<file path="src/rtl/cache_mem_arbiter_if.sv">
// Cache-side and RAM-side signals of the shared memory port.
// The arbiter takes the slave view; caches and RAM take the master view.
interface cache_mem_arbiter_if #(
    parameter int NCORES = 2,
    parameter int WORD_W = 32
);
    logic [NCORES-1:0]             iREN;
    logic [NCORES-1:0]             dREN;
    logic [NCORES-1:0]             dWEN;
    logic [NCORES-1:0][WORD_W-1:0] iaddr;
    logic [NCORES-1:0][WORD_W-1:0] daddr;
    logic [NCORES-1:0][WORD_W-1:0] dstore;
    logic [NCORES-1:0]             iwait;
    logic [NCORES-1:0]             dwait;
    logic [NCORES-1:0][WORD_W-1:0] iload;
    logic [NCORES-1:0][WORD_W-1:0] dload;
    logic                          ramREN;
    logic                          ramWEN;
    logic [WORD_W-1:0]             ramaddr;
    logic [WORD_W-1:0]             ramstore;
    logic [WORD_W-1:0]             ramload;
    logic [1:0]                    ramstate;

    modport slave (
        input  iREN, dREN, dWEN, iaddr, daddr, dstore, ramload, ramstate,
        output iwait, dwait, iload, dload, ramREN, ramWEN, ramaddr, ramstore
    );

    modport master (
        output iREN, dREN, dWEN, iaddr, daddr, dstore, ramload, ramstate,
        input  iwait, dwait, iload, dload, ramREN, ramWEN, ramaddr, ramstore
    );
endinterface

</file>
<file path="src/rtl/cache_mem_arbiter.sv">
// Shares one RAM port between the icache/dcache of two cores: data over
// instruction, round-robin between cores, one registered grant at a time.
//
//   state | meaning
//   IDLE  | no grant; RAM strobes low; arbitrate pending requests
//   SERVE | granted requester drives the RAM until ACCESS, ERROR or withdrawal
module cache_mem_arbiter #(
    parameter int NCORES = 2,
    parameter int WORD_W = 32
) (
    input logic                  CLK,
    input logic                  nRST,
    cache_mem_arbiter_if.slave   bus
);
    localparam logic [1:0] RAM_ACCESS = 2'd2;
    localparam logic [1:0] RAM_ERROR  = 2'd3;

    typedef enum logic {IDLE, SERVE} state_t;

    state_t state_q, state_d;
    logic   gcore_q, gcore_d;
    logic   gdata_q, gdata_d;
    logic   rr_q, rr_d;

    logic [NCORES-1:0] dreq;
    logic              grant_live;
    logic              ren_c, wen_c;
    logic [WORD_W-1:0] addr_c, store_c;
    logic [NCORES-1:0] iwait_c, dwait_c;

    // Only called when at least one bit of req is set.
    function automatic logic pick(input logic [NCORES-1:0] req, input logic pref);
        return req[pref] ? pref : ~pref;
    endfunction

    assign dreq = bus.dREN | bus.dWEN;

    always_ff @(posedge CLK or negedge nRST) begin
        if (!nRST) begin
            state_q <= IDLE;
            gcore_q <= 1'b0;
            gdata_q <= 1'b0;
            rr_q    <= 1'b0;
        end else begin
            state_q <= state_d;
            gcore_q <= gcore_d;
            gdata_q <= gdata_d;
            rr_q    <= rr_d;
        end
    end

    always_comb begin
        state_d    = state_q;
        gcore_d    = gcore_q;
        gdata_d    = gdata_q;
        rr_d       = rr_q;
        ren_c      = 1'b0;
        wen_c      = 1'b0;
        addr_c     = '0;
        store_c    = '0;
        iwait_c    = '1;
        dwait_c    = '1;
        grant_live = gdata_q ? dreq[gcore_q] : bus.iREN[gcore_q];

        unique case (state_q)
            IDLE: begin
                if (|dreq) begin
                    gdata_d = 1'b1;
                    gcore_d = pick(dreq, rr_q);
                    state_d = SERVE;
                end else if (|bus.iREN) begin
                    gdata_d = 1'b0;
                    gcore_d = pick(bus.iREN, rr_q);
                    state_d = SERVE;
                end
            end
            SERVE: begin
                // A withdrawn request leaves the strobes low and drops the grant.
                if (!grant_live) begin
                    state_d = IDLE;
                end else begin
                    if (gdata_q) begin
                        wen_c   = bus.dWEN[gcore_q];
                        ren_c   = bus.dREN[gcore_q] & ~bus.dWEN[gcore_q];
                        addr_c  = bus.daddr[gcore_q];
                        store_c = bus.dstore[gcore_q];
                    end else begin
                        ren_c   = 1'b1;
                        addr_c  = bus.iaddr[gcore_q];
                    end
                    if (bus.ramstate == RAM_ACCESS) begin
                        if (gdata_q) dwait_c[gcore_q] = 1'b0;
                        else         iwait_c[gcore_q] = 1'b0;
                        rr_d    = ~gcore_q;
                        state_d = IDLE;
                    end else if (bus.ramstate == RAM_ERROR) begin
                        state_d = IDLE;
                    end
                end
            end
            default: state_d = IDLE;
        endcase
    end

    assign bus.ramREN   = ren_c;
    assign bus.ramWEN   = wen_c;
    assign bus.ramaddr  = addr_c;
    assign bus.ramstore = store_c;
    assign bus.iwait    = iwait_c;
    assign bus.dwait    = dwait_c;
    assign bus.iload    = {NCORES{bus.ramload}};
    assign bus.dload    = {NCORES{bus.ramload}};
endmodule

</file>
<file path="src/flat_wrapper.sv">
// flat-port wrapper written by rule: the top's interface ports become plain ports
module cache_mem_arbiter_flat 
#(
    parameter int NCORES = 2,
    parameter int WORD_W = 32
)
  (CLK, nRST, bus_iREN, bus_dREN, bus_dWEN, bus_iaddr, bus_daddr, bus_dstore, bus_ramload, bus_ramstate, bus_iwait, bus_dwait, bus_iload, bus_dload, bus_ramREN, bus_ramWEN, bus_ramaddr, bus_ramstore);
  cache_mem_arbiter_if #(.NCORES(NCORES), .WORD_W(WORD_W)) bus_i ();
  input logic CLK;
  input logic nRST;
  input wire logic [$bits(bus_i.iREN)-1:0] bus_iREN;
  input wire logic [$bits(bus_i.dREN)-1:0] bus_dREN;
  input wire logic [$bits(bus_i.dWEN)-1:0] bus_dWEN;
  input wire logic [$bits(bus_i.iaddr)-1:0] bus_iaddr;
  input wire logic [$bits(bus_i.daddr)-1:0] bus_daddr;
  input wire logic [$bits(bus_i.dstore)-1:0] bus_dstore;
  input wire logic [$bits(bus_i.ramload)-1:0] bus_ramload;
  input wire logic [$bits(bus_i.ramstate)-1:0] bus_ramstate;
  output wire logic [$bits(bus_i.iwait)-1:0] bus_iwait;
  output wire logic [$bits(bus_i.dwait)-1:0] bus_dwait;
  output wire logic [$bits(bus_i.iload)-1:0] bus_iload;
  output wire logic [$bits(bus_i.dload)-1:0] bus_dload;
  output wire logic [$bits(bus_i.ramREN)-1:0] bus_ramREN;
  output wire logic [$bits(bus_i.ramWEN)-1:0] bus_ramWEN;
  output wire logic [$bits(bus_i.ramaddr)-1:0] bus_ramaddr;
  output wire logic [$bits(bus_i.ramstore)-1:0] bus_ramstore;
  assign bus_i.iREN = bus_iREN;
  assign bus_i.dREN = bus_dREN;
  assign bus_i.dWEN = bus_dWEN;
  assign bus_i.iaddr = bus_iaddr;
  assign bus_i.daddr = bus_daddr;
  assign bus_i.dstore = bus_dstore;
  assign bus_i.ramload = bus_ramload;
  assign bus_i.ramstate = bus_ramstate;
  assign bus_iwait = bus_i.iwait;
  assign bus_dwait = bus_i.dwait;
  assign bus_iload = bus_i.iload;
  assign bus_dload = bus_i.dload;
  assign bus_ramREN = bus_i.ramREN;
  assign bus_ramWEN = bus_i.ramWEN;
  assign bus_ramaddr = bus_i.ramaddr;
  assign bus_ramstore = bus_i.ramstore;
  cache_mem_arbiter #(.NCORES(NCORES), .WORD_W(WORD_W)) u_core (.CLK(CLK), .nRST(nRST), .bus(bus_i));
endmodule
</file>
<file path="config.mk">
export PLATFORM = sky130hd
export DESIGN_NAME = cache_mem_arbiter_flat
export DESIGN_NICKNAME = d
export VERILOG_FILES = /design/src/rtl/cache_mem_arbiter_if.sv /design/src/rtl/cache_mem_arbiter.sv /design/src/flat_wrapper.sv
export SDC_FILE = /design/constraint.sdc
export NUM_CORES = 1
export LEC_CHECK = 0
export CORE_AREA = 8 8 160 162
export DETAILED_ROUTE_END_ITERATION = 12
export DIE_AREA = 0 0 168 170
export PLACE_DENSITY = 0.53
export SLEW_MARGIN = 15
export SYNTH_ARGS = -nofsm -noshare
export SYNTH_HDL_FRONTEND = slang
export SYNTH_SLANG_ARGS = --single-unit
</file>
<file path="constraint.sdc">
create_clock -name CLK -period 3.93 [get_ports CLK]
set_clock_uncertainty 0.15 [all_clocks]
set_input_delay 0.786 -clock CLK [delete_from_list [all_inputs] [get_ports CLK]]
set_output_delay 0.786 -clock CLK [all_outputs]
set_load 0.05 [all_outputs]
</file>
==> flow_metrics.env <==
export IMPL_grt_pass1_vias=2973
export IMPL_synth_most_common_cell="buf_4"
export IMPL_hold_depth=1
export IMPL_maxCapViolCount=0
export IMPL_drt_first_pass_iters=4
export IMPL_timing_critical_path_cells="clkdlybuf4s50_1, or4b_1, and2_1, nand3_2, buf_12, nor2_1, buf_12"
export IMPL_cts_setup_buffers=0
export IMPL_die_area_sq_um=28600
export IMPL_r2r_start="u_core.gcore_q"
export IMPL_start_util_pct=12.1
export IMPL_timing_hold_violations_final=0
export IMPL_synth_top_cell_area_share_pct=35.6
export IMPL_clk_pin_slew_ps=30
export IMPL_cts_resized=0
export IMPL_antenna_found_initial=0
export IMPL_cts_hold_buf=0
export IMPL_cts_max_path_buffers=2
export IMPL_rsz0062_at_grt="no"
export IMPL_async_reset_ff_share_pct=100
export IMPL_synth_edf_count=0
export IMPL_hp_start="u_core.rr_q"
export IMPL_worstPathMaxFanout=33
export IMPL_grt_max_degree=39
export IMPL_dr_first_iter_drc_count=66
export IMPL_slew_viol_final=0
export IMPL_slowest_delay_ps=590
export IMPL_ys_ff_latch=4
export IMPL_synth_area_sq_um=2780
export IMPL_num_antenna_cells=0
export IMPL_synthTopCellsByCount="buf_4, nor2_1, mux2i_1, nor2b_1, mux4_2"
export IMPL_synth_area_leaders="buf_4, mux4_2, mux2i_1"
export IMPL_nFillCells=2492
export IMPL_fmax_mhz=281
export IMPL_place_congestion=0.796
export IMPL_grt_usage_pct=8.65
export IMPL_synthFlopType="dfrtp_1"
export IMPL_cpMaxStageDelayCell="or4b_1"
export IMPL_final_layout_size_suffix_gt1_share_pct=26.2
export IMPL_die_w_um=168
export IMPL_syn_area_per_cell_sq_um=8.78
export IMPL_htreeDepth=1
export IMPL_wl_per_cell_um=17.9
export IMPL_finalCriticalPeriod_ps=3550
export IMPL_cp_required_ps=2990
export IMPL_drc=0
export IMPL_cts_buffers_inserted=3
export IMPL_vias=2661
export IMPL_setup_violations=0
export IMPL_yosysWarningCount=0
export IMPL_finalCritPeriodShare_pct=90.4
export IMPL_io_pins=432
export IMPL_synth_nets=551
export IMPL_syn_inst=317
export IMPL_synth_cell_types=30
export IMPL_worst_path_most_repeated_cell="buf_12"
export IMPL_hold_path_class="flip-flop to flip-flop"
export IMPL_core_area_sq_um=23100
export IMPL_die_h_um=170
export IMPL_cts_root_buf="clkbuf_16"
export IMPL_ir_worst_vdd_v=0.000330
export IMPL_cts_num_sinks=4
export IMPL_wl_um=13200
export IMPL_rows=56
export IMPL_tightest_slew_ps=521
export IMPL_rr_worst_depth=4
export IMPL_dpl_hpwl_um=11800
export IMPL_cp_arrival_ps=2620
export IMPL_cellPowerDensity_nw_per_um2=743
export IMPL_fin_tns_setup_ps=0
export IMPL_io_buffers=271
export IMPL_vias_per_cell=3.60
export IMPL_ys_seq_area_share_pct=3.60
export IMPL_multiInputGateArea_sq_um=1620
export IMPL_status="complete, no violations"
export IMPL_synth_top_cell_by_area="buf_4"
export IMPL_nNetsFinal=685
export IMPL_grt_overflow_total=0
export IMPL_critPathLaunchType="input port"
export IMPL_slew_headroom_pct=65.3
export IMPL_place_inst=736
export IMPL_finalPower_mw=3.95
export IMPL_grt_pass1_wl_um=19000
export IMPL_area_growth_pct=91.2
export IMPL_clkLatencyLatePin_ps=220
export IMPL_crit_type="input port to output pin"
export IMPL_endpoint_kind="output pin"
export IMPL_seqCellArea_sq_um=105
export IMPL_startpoint="bus_dREN[0]"
export IMPL_tritoncts="done"
export IMPL_postRouteAntennaNets=0
export IMPL_power_leakage_nw=2.05
export IMPL_fin_cells=740
[final cells by class]
cell class,instances,share of cell area (%)
Tap cell,290,6.82
Clock buffer,4,1.48
Multi-Input combinational cell,164,30.4
Inverter,2,0.141
Sequential cell,4,1.98
Timing Repair Buffer,276,59.2
[registers in the layout, summed over array words and instances, names as in the netlist]
register	cells
u_core.gcore_q	1
u_core.gdata_q	1
u_core.rr_q	1
u_core.state_q	1
[metal layers]
layer  wire [um]  GRT usage (%)  vias up
li1            -              -     1226
met1        4860           9.37     1178
met2        6190           14.4      209
met3        1620           3.85       48
met4         555           3.88        0
met5           0              0        -
[cells in the final DEF (no fill, tap or decap), types with 2 or more instances in the layout]
cell,n
o22ai_1,2
mux2i_1,33
dfrtp_1,2
nand2b_1,3
clkbuf_16,3
a21oi_1,2
inv_1,2
buf_12,46
mux4_2,32
buf_4,29
clkdlybuf4s50_1,201
nor2_1,38
o21ai_0,2
nand2_1,4
nor2b_1,33
[cell families (layout without fill, tap and decap cells)]
logic type             count (synthesis)  count (layout)  synth area share (%)
AO/OA/AOI/OAI                          9               9                  2.38
buffers and inverters                149             282                  38.7
flip-flops                             4               4                  3.60
multiplexers                          67              67                  38.7
AND/OR/NAND/NOR                       88              88                  16.6
[per-stage QoR]
step,worst slack (ps),hold slack (ps),cell area (sq um),util (%)
after CTS,367,421,5320,23.1
after detailed placement,378,415,5240,22.7
after global routing,294,435,5320,23.1
after floorplan,896,340,2780,-
final,376,416,5320,23.1
after global placement,373,407,5240,22.7
[worst paths after layout]
kind	slack, ps	endpoint
worst max-delay path	380	bus_ramstore[7]
worst min-delay path	420	u_core.rr_q
worst max register to register	1920	u_core.rr_q
worst min register to register	420	u_core.rr_q
max in group asynchronous	2830	u_core.gcore_q
min in group asynchronous	620	u_core.gcore_q
[critical path: cells and delay by family]
| kind | cells | cell delay [ps] |
|---|---|---|
| buf+inv | 3 | 800 |
| simple gates | 4 | 1010 |
[power by group]
part	switching [mW]	total (mW)	internal (mW)	leakage, nW
logic	2.04	3.67	1.63	1.97
registers	0.0574	0.124	0.0668	0.0440
clock network	0.0281	0.162	0.134	0.0382
total	2.12	3.95	1.83	2.05
Power figures use the tool's default switching activity.
